<file path="src/rtl/cpu_mem_arbiter_pkg.sv">
// rtl/cpu_mem_arbiter_pkg.sv - shared encodings for the IF/MEM memory-port arbiter
package cpu_mem_arbiter_pkg;

    typedef enum logic [1:0] {
        ARB_IDLE = 2'd0,
        ARB_REQ  = 2'd1,
        ARB_RESP = 2'd2
    } arb_state_t;

    typedef enum logic {
        OWN_INST = 1'b0,
        OWN_DATA = 1'b1
    } owner_t;

    localparam logic [1:0] SIZE_BYTE = 2'd0;
    localparam logic [1:0] SIZE_HALF = 2'd1;
    localparam logic [1:0] SIZE_WORD = 2'd2;

endpackage

</file>
<file path="src/rtl/cpu_mem_arbiter.sv">
// rtl/cpu_mem_arbiter.sv - one-outstanding arbiter of fetch and data ports onto a shared memory port
module cpu_mem_arbiter
    import cpu_mem_arbiter_pkg::*;
#(
    parameter int STARVE_MAX = 4
) (
    input  logic        clk,
    input  logic        reset,
    input  logic        inst_req,
    input  logic [31:0] inst_addr,
    output logic        inst_addr_ok,
    output logic        inst_data_ok,
    output logic [31:0] inst_rdata,
    input  logic        inst_cancel,
    input  logic        data_req,
    input  logic        data_wr,
    input  logic [1:0]  data_size,
    input  logic [31:0] data_addr,
    input  logic [31:0] data_wdata,
    output logic        data_addr_ok,
    output logic        data_data_ok,
    output logic [31:0] data_rdata,
    output logic        mem_req,
    output logic        mem_wr,
    output logic [1:0]  mem_size,
    output logic [31:0] mem_addr,
    output logic [31:0] mem_wdata,
    input  logic        mem_addr_ok,
    input  logic        mem_data_ok,
    input  logic [31:0] mem_rdata
);

    localparam int CW = $clog2(STARVE_MAX + 1);
    localparam logic [CW-1:0] STARVE_LIM = CW'(STARVE_MAX);

    arb_state_t      state;
    owner_t          owner;
    logic            cancel_flag;
    logic [CW-1:0]   starve_cnt;
    logic            grant_inst;
    logic            in_req;
    logic            in_resp;

    assign grant_inst = inst_req && (!data_req || starve_cnt == STARVE_LIM);

    always_ff @(posedge clk) begin
        if (reset) begin
            state       <= ARB_IDLE;
            owner       <= OWN_INST;
            cancel_flag <= 1'b0;
            starve_cnt  <= '0;
            mem_req     <= 1'b0;
            mem_wr      <= 1'b0;
            mem_size    <= 2'd0;
            mem_addr    <= 32'd0;
            mem_wdata   <= 32'd0;
        end else begin
            if (!inst_req)
                starve_cnt <= '0;
            case (state)
                ARB_IDLE: begin
                    cancel_flag <= 1'b0;
                    if (inst_req || data_req) begin
                        state   <= ARB_REQ;
                        mem_req <= 1'b1;
                        if (grant_inst) begin
                            owner      <= OWN_INST;
                            mem_wr     <= 1'b0;
                            mem_size   <= SIZE_WORD;
                            mem_addr   <= inst_addr;
                            mem_wdata  <= 32'd0;
                            starve_cnt <= '0;
                        end else begin
                            owner     <= OWN_DATA;
                            mem_wr    <= data_wr;
                            mem_size  <= data_size;
                            mem_addr  <= data_addr;
                            mem_wdata <= data_wdata;
                            // only count grants that actually made a fetch wait
                            if (inst_req && starve_cnt != STARVE_LIM)
                                starve_cnt <= starve_cnt + CW'(1);
                        end
                    end
                end
                ARB_REQ: begin
                    if (inst_cancel && owner == OWN_INST)
                        cancel_flag <= 1'b1;
                    if (mem_addr_ok) begin
                        state   <= ARB_RESP;
                        mem_req <= 1'b0;
                    end
                end
                ARB_RESP: begin
                    if (inst_cancel && owner == OWN_INST)
                        cancel_flag <= 1'b1;
                    if (mem_data_ok) begin
                        state       <= ARB_IDLE;
                        cancel_flag <= 1'b0;
                    end
                end
                default: begin
                    state   <= ARB_IDLE;
                    mem_req <= 1'b0;
                end
            endcase
        end
    end

    // handshake pulses are suppressed while reset is high so an aborted transaction never completes
    assign in_req  = (state == ARB_REQ)  && !reset;
    assign in_resp = (state == ARB_RESP) && !reset;

    assign inst_addr_ok = in_req  && owner == OWN_INST && mem_addr_ok;
    assign data_addr_ok = in_req  && owner == OWN_DATA && mem_addr_ok;
    assign inst_data_ok = in_resp && owner == OWN_INST && mem_data_ok && !cancel_flag && !inst_cancel;
    assign data_data_ok = in_resp && owner == OWN_DATA && mem_data_ok;

    assign inst_rdata = inst_data_ok ? mem_rdata : 32'd0;
    assign data_rdata = data_data_ok ? mem_rdata : 32'd0;

endmodule

</file>
<file path="config.mk">
export PLATFORM = sky130hd
export DESIGN_NAME = cpu_mem_arbiter
export DESIGN_NICKNAME = d
export VERILOG_FILES = /design/src/rtl/cpu_mem_arbiter_pkg.sv /design/src/rtl/cpu_mem_arbiter.sv
export SDC_FILE = /design/constraint.sdc
export NUM_CORES = 1
export LEC_CHECK = 0
export ABC_AREA = 1
export CAP_MARGIN = 40
export CORE_MARGIN = 3
export CORE_UTILIZATION = 39
export DETAILED_ROUTE_END_ITERATION = 8
export GPL_ROUTABILITY_DRIVEN = 1
export GPL_TIMING_DRIVEN = 0
export PLACE_DENSITY = 0.88
export SLEW_MARGIN = 20
export SYNTH_ARGS = -nofsm -noshare
export SYNTH_HDL_FRONTEND = slang
export SYNTH_SLANG_ARGS = --single-unit
</file>
<file path="constraint.sdc">
create_clock -name clk -period 3.7 [get_ports clk]
set_clock_uncertainty 0.15 [all_clocks]
set_input_delay 0.74 -clock clk [delete_from_list [all_inputs] [get_ports clk]]
set_output_delay 0.74 -clock clk [all_outputs]
set_load 0.02 [all_outputs]
</file>
# Word level (Yosys, flattened, before mapping)
# Index checks and enable logic that the tools add are counted.
# totals
latch_bits	0
register_bits	75
output_inout_bits	136
wordCells	67
memories	0
ramBits	0
inputBits	138
rom_bits	0
# op_classes
reduce_logical	26
div_mod_pow	0
n_eq_ne	7
mul	0
n_addsub	1
order_cmp	0
mux	22
n_bitwise	2
shift	0
# ops
operator	n
32-bit 2-to-1 mux	4
1-bit logical AND	15
3-bit 2-to-1 mux	5
2-bit 2-to-1 mux	4
1-bit 2-to-1 mux	6
2-bit inequality test (second input constant)	3
1-bit case mux with 3 select lines	2
2-bit case mux with 3 select lines	1
3-bit AND reduction	2
1-bit logical NOT	4
3-bit by 1-bit adder with 3-bit output (second input constant)	1
3-bit == test (second input constant)	1
3-bit inequality test (second input constant)	1
3-bit nonzero test	1
2-bit by 1-bit == test with 1-bit output (second input constant)	1
2-bit == test (second input constant)	1
2-bit logical NOT	1
1-bit logical OR	2
1-bit inverter	2
2-bit AND reduction	1

# Depth between registers and ports, before layout
# logic_depth
ltp_word	7
depth_mapped	10
mapped_depth_nobuf	9

# Least setup slack after synthesis
# OpenSTA, ideal clock, no wires.
# synth_path
path_type	input -> output
start	input reset
end	output inst_rdata[22]
t_arrival_ns	1.725
required_time_ns	2.810
path_buffers	2
path_slack_ns	1.085
path_stages	5
path_cell_list	buf_2 -> nor2_1 -> nand4_1 -> clkbuf_1 -> nor2_1
# synth_between
elab_chain_len	7
# synth_lines
item	line_no	rtl
start, declared	cpu_mem_arbiter.sv:8	input logic reset,
1-bit logical NOT	cpu_mem_arbiter.sv:111	assign in_resp = (state == ARB_RESP) && !reset;
1-bit logical AND	cpu_mem_arbiter.sv:111	
1-bit logical AND (4 in a row)	cpu_mem_arbiter.sv:115	assign inst_data_ok = in_resp && owner == OWN_INST && mem_data_ok && !cancel_flag && !inst_cancel;
32-bit 2-to-1 mux	cpu_mem_arbiter.sv:118	assign inst_rdata = inst_data_ok ? mem_rdata : 32'd0;
end, declared	cpu_mem_arbiter.sv:13	output logic [31:0] inst_rdata,
# Every way passes these cells.

# Worst setup path after layout
# layout_path
start	input mem_data_ok
end	output data_rdata[5]
# layout_between
elab_chain_len	2
# layout_lines
item	line_no	rtl
start, declared	cpu_mem_arbiter.sv:29	input logic mem_data_ok,
1-bit logical AND	cpu_mem_arbiter.sv:116	assign data_data_ok = in_resp && owner == OWN_DATA && mem_data_ok;
32-bit 2-to-1 mux	cpu_mem_arbiter.sv:119	assign data_rdata = data_data_ok ? mem_rdata : 32'd0;
end, declared	cpu_mem_arbiter.sv:22	output logic [31:0] data_rdata,
# Every way passes these cells.

==> results.sh <==
export IMPL_status="complete, no violations"
export IMPL_nFillCells=818
export IMPL_synth_distinct_cells=22
export IMPL_cts_tree="done"
export IMPL_dieWidth_um=107.0
export IMPL_netlist_area_um2=3980
export IMPL_avgSynthCellArea_um2=6.399
export IMPL_vias=4809
export IMPL_gr_total_overflow=0
export IMPL_htree_levels=3
export IMPL_synthTopCellsByArea="dfxtp_1 (38%), nor2_1 (14%), nand3_1 (12%)"
export IMPL_synth_top_area_frac=0.3772
export IMPL_tns_ns=0
export IMPL_hold_path_class="flip-flop to flip-flop"
export IMPL_start_kind="input pin"
export IMPL_drt_iter0_drc=304
export IMPL_crit_path_end_kind="primary output"
export IMPL_yosys_warnings=0
export IMPL_drc_errors=0
export IMPL_port_buffers=271
export IMPL_drt_total_wl_um=14200
export IMPL_cts_root_buf="clkbuf_8"
export IMPL_grt_pass1_vias=4430
export IMPL_fp_dieH_um=107.0
export IMPL_ant_nets=0
export IMPL_drive_gt1_frac=0.06381
export IMPL_crit_fanout=10
export IMPL_synth_edf_count=0
export IMPL_die_area_um2=11450
export IMPL_grt_pass1_wl_um=21980
export IMPL_maxSlewViolCount=0
export IMPL_critPathKind="input pin to primary output"
export IMPL_syn_inst=622
export IMPL_gp_congestion=0.8073
export IMPL_grt_use_total=0.2380
export IMPL_avgRoutedWirePerCell_um=13.63
export IMPL_slew_headroom=0.5330
export IMPL_p_per_area_nw_per_um2=533.7
export IMPL_numCtsBuffers=9
export IMPL_rows=36
export IMPL_synth_common_cells="nor2_1 (145), nand2_1 (117), nand3_1 (97)"
export IMPL_async_reset_ff_frac=0
export IMPL_fin_cells=1042
export IMPL_finalPower_mw=3.751
export IMPL_antenna_found_initial=0
export IMPL_area_growth_syn_to_layout_pct=76.61
export IMPL_core_area_um2=9864
export IMPL_ir_worst_vdd_v=0.0003914
export IMPL_nNetsFinal=1049
export IMPL_vias_per_cell=4.615
export IMPL_grt_setup_unrepaired="false"
export IMPL_synth_seq_cells=75
export IMPL_synth_most_common_cell="nor2_1"
export IMPL_drv_cap=0
export IMPL_place_hpwl_um=11310
export IMPL_first_pass_iters=5
export IMPL_clock_latency_ns=0.35
export IMPL_synth_area_leader_cell="dfxtp_1"
export IMPL_p_leak_nw=3.162
export IMPL_finalHoldViolations=0
export IMPL_final_min_clock_period_ns=3.501
export IMPL_reg2reg_slack_ns=1.68
export IMPL_final_util=0.7126
export IMPL_arrival_ns=2.61
export IMPL_synth_main_ff_cell="dfxtp_1"
export IMPL_critical_path_required_ns=2.81
export IMPL_clkTransAtPathRegs_ns=0.08
export IMPL_io_pins=274
export IMPL_diodes=0
export IMPL_clk_path_buf_depth=2
export IMPL_tightestPinTransition_ns=0.7005
export IMPL_grt_start_max_net_pins=14
export IMPL_fmax_ghz=0.2856
export IMPL_dpl_cell_count=1026
export IMPL_synth_nets=767
export IMPL_setup_viol=0
export IMPL_cts_setup_buffers=0
export IMPL_seq_area_frac_synth=0.3772
export IMPL_period_share=0.9462
export IMPL_cts_sinks=75
export IMPL_start_util=0.4035
==> flip-flops by register name (all words and copies together) (netlist names), 2 cells and up <==
signal and flops:
mem_wdata 32, starve_cnt 3, state 2, mem_addr 32, mem_size 2
==> path summary, 6_finish.rpt <==
check                                           startpoint                    endpoint  cells after the start
worst min register to register  mem_wdata[15]$_SDFFE_PP0P_  mem_wdata[15]$_SDFFE_PP0P_                      2
worst max register to register    starve_cnt[0]$_SDFF_PP0_   mem_addr[29]$_SDFFE_PP0P_                     10
worst min-delay path            mem_wdata[15]$_SDFFE_PP0P_  mem_wdata[15]$_SDFFE_PP0P_                      2
worst max-delay path                           mem_data_ok               data_rdata[5]                      5
==> per-layer routing <==
| metal | vias to the layer above | wire [um] | global-route usage |
|---|---|---|---|
| li1 | 2477 | - | - |
| met1 | 2135 | 6024 | 0.2908 |
| met2 | 176 | 6878 | 0.4026 |
| met3 | 21 | 1069 | 0.07044 |
| met4 | 0 | 227 | 0.07215 |
| met5 | - | 0 | 0 |
==> logic make-up (layout without fill, tap and decap cells) <==
group / count (synthesis) / count (layout) / synth area share
simple gates: 375 / 375 / 0.4043
buf+inv: 124 / 411 / 0.1361
flops: 75 / 75 / 0.3772
compound gates: 41 / 41 / 0.06036
fa+ha+maj: 7 / 7 / 0.02200
==> worst max-delay path, stage by stage <==
cell and delay (ns):
clkdlybuf4s50_1 0.52, nand3_1 0.21, clkbuf_1 0.29, nor2_1 0.20, clkdlybuf4s50_1 0.64
==> through the flow <==
stage          setup WS (ns)  area (um^2)  hold slack, ns
2_1_floorplan          1.085         3980          0.3405
3_3_place_gp          0.1809         6859          0.3007
3_5_place_dp          0.1695         6859          0.3052
4_1_cts               0.1699         7028          0.3174
5_1_grt              0.02889         7029          0.3315
6_report              0.1989         7029          0.3151
==> timing repair <==
item | CTS | global route
resized for setup | 0 | 2
hold endpoints to repair | 0 | 0
setup endpoints to repair | 0 | 1
hold buffers | 0 | 0
==> report_power, final <==
part	switching [mW]	leakage (nW)	internal, mW
Combinational	1.13	2.46	0.911
Sequential	0.120	0.618	1.04
Clock	0.312	0.0787	0.243
Total	1.56	3.16	2.19
==> layout make-up <==
cell class	instances	area (um^2)	area share
repair buffers	271	2713	0.3859
well taps	133	166.4	0.02367
flip-flops and latches	75	1501	0.2136
clock buffers	10	127.6	0.01816
multi-input cells	423	1937	0.2755
plain buffers	42	235.2	0.03346
clock inverters	6	41.29	0.005874
inverters	82	307.8	0.04379
==> cell usage in the layout, fill, tap and decap left out, types with 3 or more instances in the layout <==
cell type,synthesis,layout
a21oi_1,30,30
a21oi_2,8,8
buf_1,4,4
buf_2,10,10
buf_4,3,3
buf_6,7,7
clkbuf_1,18,18
clkbuf_8,0,9
clkdlybuf4s50_1,0,271
clkinvlp_4,0,3
dfxtp_1,75,75
ha_1,7,7
inv_1,80,80
nand2_1,117,117
nand3_1,97,97
nand3_2,8,8
nor2_1,145,145
Note: power is estimated with default switching activity, not from simulation.
